==> src/rtl/seq_div.sv <==
// -----------------------------------------------------------------------------
// seq_div -- sequential restoring divider, signed or unsigned, one quotient bit
// per clock.
//
// A request is accepted on the clock edge that sees start=1 while idle. The
// operands are converted to magnitudes and divided MSB-first over WIDTH
// edges. One final edge applies the sign correction and loads the result
// registers. Division by zero skips the iteration entirely.
//
// Ports
//   clk       in   rising-edge clock
//   reset     in   synchronous active-high reset
//   start     in   request a division (ignored unless idle)
//   sgn       in   1 = signed two's-complement, 0 = unsigned
//   S         in   dividend, captured on the accepting edge
//   T         in   divisor, captured on the accepting edge
//   quot      out  registered quotient
//   rem       out  registered remainder
//   busy      out  high while an operation is in progress
//   done      out  one-cycle pulse when quot/rem/div_zero are updated
//   div_zero  out  last completed operation had a zero divisor
// -----------------------------------------------------------------------------
module seq_div #(
  parameter int WIDTH = 32
) (
  input  logic             clk,
  input  logic             reset,
  input  logic             start,
  input  logic             sgn,
  input  logic [WIDTH-1:0] S,
  input  logic [WIDTH-1:0] T,
  output logic [WIDTH-1:0] quot,
  output logic [WIDTH-1:0] rem,
  output logic             busy,
  output logic             done,
  output logic             div_zero
);

  localparam int CW = $clog2(WIDTH);
  localparam logic [CW-1:0] CNT_LAST = CW'(WIDTH - 1);
  localparam logic [CW-1:0] CNT_ZERO = {CW{1'b0}};

  localparam logic [1:0] ST_IDLE = 2'd0;
  localparam logic [1:0] ST_CALC = 2'd1;
  localparam logic [1:0] ST_FIX  = 2'd2;

  // Two's-complement negation at the operand width.
  function automatic logic [WIDTH-1:0] neg2c(input logic [WIDTH-1:0] x);
    neg2c = {WIDTH{1'b0}} - x;
  endfunction

  // Magnitude of an operand: negate only when signed and the MSB is set.
  function automatic logic [WIDTH-1:0] mag(input logic [WIDTH-1:0] x,
                                           input logic             is_signed);
    if (is_signed && x[WIDTH-1]) begin
      mag = neg2c(x);
    end else begin
      mag = x;
    end
  endfunction

  logic [1:0]       state_q,   state_d;
  logic [WIDTH-1:0] dvd_q,     dvd_d;     // dividend magnitude, becomes quotient
  logic [WIDTH-1:0] dvs_q,     dvs_d;     // divisor magnitude
  logic [WIDTH-1:0] part_q,    part_d;    // restored partial remainder
  logic [CW-1:0]    cnt_q,     cnt_d;
  logic             negq_q,    negq_d;    // signs of S and T differ
  logic             negr_q,    negr_d;    // dividend was negative
  logic             dz_q,      dz_d;      // current operation has T == 0
  logic [WIDTH-1:0] quot_q,    quot_d;
  logic [WIDTH-1:0] rem_q,     rem_d;
  logic             busy_q,    busy_d;
  logic             done_q,    done_d;
  logic             divz_q,    divz_d;

  // Working partial remainder is WIDTH+1 bits wide: the shifted-in value can
  // reach 2*divisor-1, so the extra bit is needed before the trial subtract.
  logic [WIDTH:0]   shifted_s;
  logic [WIDTH:0]   trial_s;
  logic             fits_s;

  // Trial subtraction for one restoring-division step.
  always_comb begin
    shifted_s = {part_q, dvd_q[WIDTH-1]};
    trial_s   = shifted_s - {1'b0, dvs_q};
    fits_s    = ~trial_s[WIDTH];
  end

  // Next-state and datapath control.
  always_comb begin
    state_d = state_q;
    dvd_d   = dvd_q;
    dvs_d   = dvs_q;
    part_d  = part_q;
    cnt_d   = cnt_q;
    negq_d  = negq_q;
    negr_d  = negr_q;
    dz_d    = dz_q;
    quot_d  = quot_q;
    rem_d   = rem_q;
    busy_d  = busy_q;
    done_d  = 1'b0;
    divz_d  = divz_q;

    case (state_q)
      ST_IDLE: begin
        if (start) begin
          busy_d = 1'b1;
          dvs_d  = mag(T, sgn);
          part_d = {WIDTH{1'b0}};
          cnt_d  = CNT_LAST;
          negq_d = sgn & (S[WIDTH-1] ^ T[WIDTH-1]);
          negr_d = sgn & S[WIDTH-1];
          if (T == {WIDTH{1'b0}}) begin
            // Keep the raw dividend: it is returned unmodified as remainder.
            dz_d    = 1'b1;
            dvd_d   = S;
            state_d = ST_FIX;
          end else begin
            dz_d    = 1'b0;
            dvd_d   = mag(S, sgn);
            state_d = ST_CALC;
          end
        end else begin
          state_d = ST_IDLE;
        end
      end

      ST_CALC: begin
        // Quotient bits shift into the vacated LSBs of the dividend register.
        dvd_d = {dvd_q[WIDTH-2:0], fits_s};
        if (fits_s) begin
          part_d = trial_s[WIDTH-1:0];
        end else begin
          part_d = shifted_s[WIDTH-1:0];
        end
        if (cnt_q == CNT_ZERO) begin
          state_d = ST_FIX;
        end else begin
          cnt_d   = cnt_q - {{(CW-1){1'b0}}, 1'b1};
          state_d = ST_CALC;
        end
      end

      ST_FIX: begin
        if (dz_q) begin
          quot_d = {WIDTH{1'b1}};
          rem_d  = dvd_q;
          divz_d = 1'b1;
        end else begin
          // Most-negative / -1 lands here with magnitude 2^(WIDTH-1) and no
          // negation, which already reads back as the most-negative value.
          if (negq_q) begin
            quot_d = neg2c(dvd_q);
          end else begin
            quot_d = dvd_q;
          end
          if (negr_q) begin
            rem_d = neg2c(part_q);
          end else begin
            rem_d = part_q;
          end
          divz_d = 1'b0;
        end
        done_d  = 1'b1;
        busy_d  = 1'b0;
        state_d = ST_IDLE;
      end

      default: begin
        busy_d  = 1'b0;
        state_d = ST_IDLE;
      end
    endcase
  end

  // State and output registers with synchronous reset.
  always_ff @(posedge clk) begin
    if (reset) begin
      state_q <= ST_IDLE;
      dvd_q   <= {WIDTH{1'b0}};
      dvs_q   <= {WIDTH{1'b0}};
      part_q  <= {WIDTH{1'b0}};
      cnt_q   <= CNT_ZERO;
      negq_q  <= 1'b0;
      negr_q  <= 1'b0;
      dz_q    <= 1'b0;
      quot_q  <= {WIDTH{1'b0}};
      rem_q   <= {WIDTH{1'b0}};
      busy_q  <= 1'b0;
      done_q  <= 1'b0;
      divz_q  <= 1'b0;
    end else begin
      state_q <= state_d;
      dvd_q   <= dvd_d;
      dvs_q   <= dvs_d;
      part_q  <= part_d;
      cnt_q   <= cnt_d;
      negq_q  <= negq_d;
      negr_q  <= negr_d;
      dz_q    <= dz_d;
      quot_q  <= quot_d;
      rem_q   <= rem_d;
      busy_q  <= busy_d;
      done_q  <= done_d;
      divz_q  <= divz_d;
    end
  end

  assign quot     = quot_q;
  assign rem      = rem_q;
  assign busy     = busy_q;
  assign done     = done_q;
  assign div_zero = divz_q;

endmodule
==> config.mk <==
export PLATFORM = sky130hd
export DESIGN_NAME = seq_div
export DESIGN_NICKNAME = d
export VERILOG_FILES = /design/src/rtl/seq_div.sv
export SDC_FILE = /design/constraint.sdc
export NUM_CORES = 1
export LEC_CHECK = 0
export ABC_AREA = 0
export CORE_MARGIN = 2
export CORE_UTILIZATION = 55
export CTS_BUF_LIST = sky130_fd_sc_hd__clkbuf_2
export DETAILED_ROUTE_END_ITERATION = 12
export PLACE_DENSITY = 0.79
export SLEW_MARGIN = 20
export SYNTH_ARGS = -nofsm -noshare
export SYNTH_HDL_FRONTEND = slang
export SYNTH_SLANG_ARGS = --single-unit
export TNS_END_PERCENT = 10
==> constraint.sdc <==
create_clock -name clk -period 7.3 [get_ports clk]
set_input_delay 1.095 -clock clk [delete_from_list [all_inputs] [get_ports clk]]
set_output_delay 1.095 -clock clk [all_outputs]
set_load 0.02 [all_outputs]
==> results.txt, run 1 <==
status -> complete, no violations
Iteration-0 DRC Markers -> 1000
nets@finish -> 1649
clk_lat worst skew -> 810 ps
register area share after synthesis -> 30.6%
layout cells sized above 1 -> 4.89%
Area Overhead vs Synth -> 15.0%
die width -> 147 um
Num CTS Buffers -> 17
sw power -> 999 uW
Compound-Gate Fraction of Synth Area -> 26.8%
final antenna-violating net count -> 0
max-slew violations -> 0
storage element area -> 3460 sq um
Post-CTS Setup Repair Bufs -> 0
Via Count -> 11300
global-route usage over all layers -> 30.2%
post-cts resize count -> 0
Max rail drop VDD -> 122 uV
placed inst area -> 12700 sq um
Power Internal -> 1.58 mW
largest family of logic cells by synthesized area -> compound AO/OA/AOI/OAI gates
post-synthesis simple-gate area fraction -> 20.0%
critical path startpoint category -> flip-flop
# rows -> 52
setup TNS -> 0 ps
CP Max Fanout -> 24
vias in the first global route -> 10300
clock slew at reported path FFs -> 310 ps
Avg Cell Area, Syn -> 7.68 sq um
Tcrit/Tclk final -> 52.4%
number of synthesized flops with an enable pin -> 0
combinational share of power -> 32.1%
die height -> 147 um
cell count after synthesis -> 1472
Die ar. -> 21700 sq um
Synth Register Bits -> 173
post-synth top area share -> 30.6%
largest net degree at the start of global routing -> 70
grt ovf -> 0
Synth Warn # -> 0
clock power share -> 23.4%
final hold violation count -> 0
hold_buf cts -> 0
hpwl dp -> 24600 um
Worst R2R Path Depth -> 11
clk buf depth -> 2
CP endpoint kind -> flip-flop
DRT Wirelength -> 33300 um
drt drc -> 0
RePlAce Congestion -> 0.905
htree depth -> 4
# port buffers -> 134
root buffer cell -> clkbuf_2
first-pass GRT wire length -> 53200 um
critical path class -> reg2reg
Sink Count -> 173
required time of the critical path -> 7930 ps
most instantiated library cell after synthesis -> dfxtp_1
worst hold stages -> 2
Main synth FF type -> dfxtp_1
DRT Pass-1 Iters -> 7
initial antenna violation count -> 1
RSZ-0062 raised after global routing -> no
core area -> 20200 sq um
drt via density -> 6.16
top area cells in the synthesized netlist -> dfxtp_1, xor2_1, o21ai_0
relative slew slack -> 26.2%
ys async rst share -> 0%
Post-Synth Adder-Cell Area -> 4.27%
f_max -> 261 MHz
max cap viols -> 0
Synth Cell Area -> 11300 sq um
Slew @ Worst Pin -> 1100 ps
fin crit period -> 3830 ps
DR WL/cell -> 18.2 um
FILL cells -> 1773
cell taking the most area after synthesis -> dfxtp_1
I/O Pins -> 135
area occupied by multi-input gates -> 7280 sq um
post-synthesis xor/xnor area fraction -> 10.8%
WP data arrival -> 4460 ps
Final Instance Area -> 13000 sq um
worst hold path class -> reg2reg
clk_skew -> 62.9 ps
initial core utilization -> 55.9%
Mapped Nets -> 1578
CTS tree -> done
sw frac -> 38.7%
Netlist cell types -> 75
top cells by count, synth -> dfxtp_1, nand2_1, o21ai_0
mux share of post-synthesis cell area -> 2.21%
sequential share of power -> 44.6%
Pleak -> 4.86 nW
power density over the cells -> 199 nW/um^2
final setup vio count -> 0
flip-flops by register name, indices dropped and copies added, names as in the netlist, 2 cells and up:
signal,cells
rem,32
part_q,32
state_q,2
quot,32
cnt_q,5
dvs_q,32
dvd_q,32
worst max-delay path, stage by stage (launching register included):
cell and delay [ps]:
dfxtp_1 570, inv_1 180, ha_1 260, fa_1 380, nand2b_1 190, a21oi_1 350
o2111ai_1 280, nand4_1 260, a31oi_1 200, nand2_2 610, mux2i_1 280, o21ai_0 90
final timing paths:
kind                   from         end  slack (ps)
hold / removal      rem[21]     rem[21]         470
setup reg to reg  dvd_q[31]  part_q[15]        3470
setup / recovery  dvd_q[31]  part_q[15]        3470
hold reg to reg     rem[21]     rem[21]         470
metrics by stage:
step | hold WS [ps] | total power [mW] | worst slack (ps) | utilization, % | instances
after CTS | 478 | 2.57 | 3590 | 64.3 | 1825
after global routing | 512 | 2.72 | 3270 | 64.3 | 1826
after detailed placement | 445 | 1.98 | 3420 | 62.8 | 1794
after global placement | 443 | 1.96 | 3480 | 62.8 | 1794
final | 474 | 2.58 | 3470 | 64.3 | 1826
after floorplan | 432 | 1.71 | 4190 | - | 1472
power groups by stage:
stage          Clock (mW)  Combinational [mW]  Sequential, mW
6_report            0.603               0.828            1.15
5_1_grt             0.644               0.912            1.16
4_1_cts             0.604               0.816            1.15
3_5_place_dp            0               0.811            1.17
3_3_place_gp            0               0.795            1.16
2_1_floorplan           0               0.601            1.11
layer usage:
| layer | routed length, um | vias up | part of all wire (%) | GRT usage (%) |
|---|---|---|---|---|
| li1 | - | 5456 | - | - |
| met3 | 2280 | 55 | 6.9 | 3.89 |
| met2 | 15900 | 472 | 48 | 51.7 |
| met4 | 1010 | 0 | 3.0 | 11.3 |
| met5 | 0 | - | 0 | 0 |
| met1 | 14000 | 5272 | 42 | 39.2 |
cell type report:
type / instances / share of cell area [%]
Multi-Input combinational cell: 1149 / 56.0
Tap cell: 270 / 2.60
Antenna cell: 1 / 0.0192
Timing Repair Buffer: 145 / 10.9
Clock buffer: 17 / 0.654
Clock inverter: 14 / 1.57
Inverter: 57 / 1.64
Sequential cell: 173 / 26.6
placed cells by master (no fill, tap or decap), drive strengths merged, types with 4 or more instances in the layout:
cell type / Yosys / final
clkbuf: 81 / 17
inv: 56 / 62
nor4: 14 / 14
o22ai: 11 / 11
o31ai: 29 / 29
a21o: 14 / 14
xnor2: 48 / 48
a211oi: 35 / 35
o21bai: 7 / 7
nand3: 28 / 28
or3: 12 / 12
ha: 37 / 37
or4: 16 / 16
clkinv: 1 / 5
nand3b: 4 / 4
dfxtp: 173 / 173
nand4: 12 / 12
and3: 15 / 15
nand2b: 27 / 27
nand2: 172 / 172
o41ai: 22 / 22
bufinv: 0 / 4
clkdlybuf4s50: 0 / 133
a21oi: 115 / 115
nor2: 110 / 110
xor2: 92 / 92
nor2b: 10 / 10
buf: 12 / 12
a22oi: 11 / 11
nor3: 26 / 26
a31oi: 23 / 23
a32oi: 8 / 8
o211ai: 11 / 11
a22o: 14 / 14
or2: 4 / 4
o21ai: 158 / 158
mux2i: 25 / 25
cells by family after synthesis:
group                      after synthesis
muxes                                   25
adders and majority gates               38
DFF                                    173
xor gates and xnor gates               140
buffers and inverters                  150
and+or+nand+nor                        460
AOI/OAI and AO/OA                      486
Note: power is estimated with default switching activity, not from simulation.
==> run 2: changes to the inputs <==
CORE_UTILIZATION = 53   (was 55)
clock period = 3.3 ns   (was 7.3 ns; I/O delays follow)
==> run 2 against run 1 <==
Net effect:
- die area increased by 3.7%
- maximum frequency increased by 26%
- register-to-register slack got worse by 3200 ps
- via count increased by 1.1%
- combinational power increased by 130%
- non-clock buffer count increased by 64
- sequential share of layout area decreased by 0.93 points
- setup slack got worse by 3200 ps
- global-route usage decreased by 0.43 points
- critical path depth decreased by 2
==> results.txt, run 2 (synthesis results as in run 1) <==
commonest non-fill, non-tap cells in the layout -> nand2_1, dfxtp_1, o21ai_0, clkdlybuf4s50_1, a21oi_1 (was dfxtp_1, nand2_1, o21ai_0, clkdlybuf4s50_1, a21oi_1)
root buffer cell -> clkbuf_2 (unchanged)
die height -> 150 um (was 147 um)
Levels on crit path -> 9 (was 11)
crit path max-delay cell type -> or4_1 (was nand2_2)
RSZ-0062 raised after global routing -> no (unchanged)
critical path class -> reg2reg (unchanged)
Pleak -> 5.16 nW (was 4.86 nW)
clk_lat worst skew -> 810 ps (about the same)
max-slew violations -> 0 (unchanged)
Slew @ Worst Pin -> 1070 ps (was 1100 ps)
Final Instance Area -> 13500 sq um (was 13000 sq um)
setup TNS -> 0 ps (unchanged)
post-cts resize count -> 0 (unchanged)
worst hold path class -> in2reg (was reg2reg)
CTS tree -> done (unchanged)
DRT Pass-1 Iters -> 5 (was 7)
RePlAce Congestion -> 0.945 (was 0.905)
Sink Count -> 173 (unchanged)
DR WL/cell -> 17.4 um (was 18.2 um)
CP endpoint kind -> flip-flop (unchanged)
Post-CTS Setup Repair Bufs -> 0 (unchanged)
first-pass GRT wire length -> 53600 um (was 53200 um)
relative slew slack -> 28.5% (was 26.2%)
hold_buf cts -> 0 (unchanged)
core area -> 21000 sq um (was 20200 sq um)
Worst R2R Path Depth -> 9 (was 11)
clock slew at reported path FFs -> 280 ps (was 310 ps)
die width -> 150 um (was 147 um)
global-route usage over all layers -> 29.8% (was 30.2%)
hpwl dp -> 25300 um (was 24600 um)
WP data arrival -> 3790 ps (was 4460 ps)
initial core utilization -> 54.0% (was 55.9%)
placed inst area -> 13200 sq um (was 12700 sq um)
Via Count -> 11400 (was 11300)
worst-path cell chain -> ha_1, a21oi_1, o21ai_0, a21oi_1, nand4_1, o21ai_1, nor2_4, or4_1, o21ai_1 (was inv_1, ha_1, fa_1, nand2b_1, a21oi_1, o2111ai_1, nand4_1, a31oi_1, nand2_2, mux2i_1, o21ai_0)
# rows -> 53 (was 52)
Max rail drop VDD -> 370 uV (was 122 uV)
Iteration-0 DRC Markers -> 922 (was 1000)
# port buffers -> 134 (unchanged)
drt drc -> 0 (unchanged)
Die ar. -> 22500 sq um (was 21700 sq um)
CP top delay family -> compound AO/OA/AOI/OAI gates (was simple AND/OR/NAND/NOR gates)
max cap viols -> 0 (unchanged)
DRT Wirelength -> 33100 um (was 33300 um)
Num CTS Buffers -> 17 (unchanged)
power density over the cells -> 414 nW/um^2 (was 199 nW/um^2)
final setup vio count -> 0 (unchanged)
critical path startpoint category -> flip-flop (unchanged)
Area Overhead vs Synth -> 19.2% (was 15.0%)
CP Max Fanout -> 18 (was 24)
layout cells sized above 1 -> 8.77% (was 4.89%)
hold_ws -> 26.0 ps (was 474 ps)
vias in the first global route -> 10500 (was 10300)
initial antenna violation count -> 1 (unchanged)
Tcrit/Tclk final -> 92.4% (was 52.4%)
final hold violation count -> 0 (unchanged)
drt via density -> 6.00 (was 6.16)
status -> complete, no violations (unchanged)
worst hold stages -> 2 (unchanged)
required time of the critical path -> 4040 ps (was 7930 ps)
I/O Pins -> 135 (unchanged)
largest net degree at the start of global routing -> 62 (was 70)
f_max -> 328 MHz (was 261 MHz)
fin crit period -> 3050 ps (was 3830 ps)
clk buf depth -> 2 (unchanged)
grt ovf -> 0 (unchanged)
final antenna-violating net count -> 0 (unchanged)
htree depth -> 4 (unchanged)
Bufs and invs on worst path -> 0 (was 1)
CP max stage delay -> 550 ps (was 610 ps)
clk_skew -> 44.1 ps (was 62.9 ps)
nets@finish -> 1713 (was 1649)
## run 2: metrics by stage
step | utilization (%) | cells | setup slack, ps | total power [mW]
finish | 64.3 | 1896 | 251 | 5.58
global route | 64.3 | 1896 | 39.5 | 5.91
CTS | 64.3 | 1895 | 185 | 5.56
detailed placement | 63.1 | 1863 | 27.5 | 4.44
global placement | 63.1 | 1863 | 159 | 4.40
floorplan | - | 1472 | 607 | 3.79
## run 2: metal layers
layer  GRT usage [%]  vias up  share of wire [%]
met5               0        -                  0
met4            12.8        0                4.3
met3            4.82       82                6.9
met2            48.4      464                 46
met1            39.2     5247                 43
li1                -     5583                  -
## run 2: layout make-up
| type | count | area (sq um) |
|---|---|---|
| Clock inverter | 15 | 158 |
| Fill cell | 1871 | 7470 |
| Inverter | 57 | 214 |
| Sequential cell | 173 | 3470 |
| Timing Repair Buffer | 209 | 1920 |
| Antenna cell | 1 | 2.50 |
| Multi-Input combinational cell | 1149 | 7290 |
| Tap cell | 275 | 344 |
| Clock buffer | 17 | 85.1 |
## run 2: worst paths after layout
| kind | to | from | slack, ps |
|---|---|---|---|
| worst max-delay path | part_q[25] | part_q[18] | 250 |
| worst min register to register | rem[13] | rem[13] | 470 |
| worst max register to register | part_q[25] | part_q[18] | 250 |
| worst min-delay path | dz_q | reset | 30 |
## run 2: where the power goes
part	total (mW)	leakage (nW)	switching [mW]	internal, mW
registers	2.52	1.41	0.237	2.28
clock network	1.14	0.143	0.842	0.302
logic	1.92	3.61	1.15	0.769
total	5.58	5.16	2.23	3.35
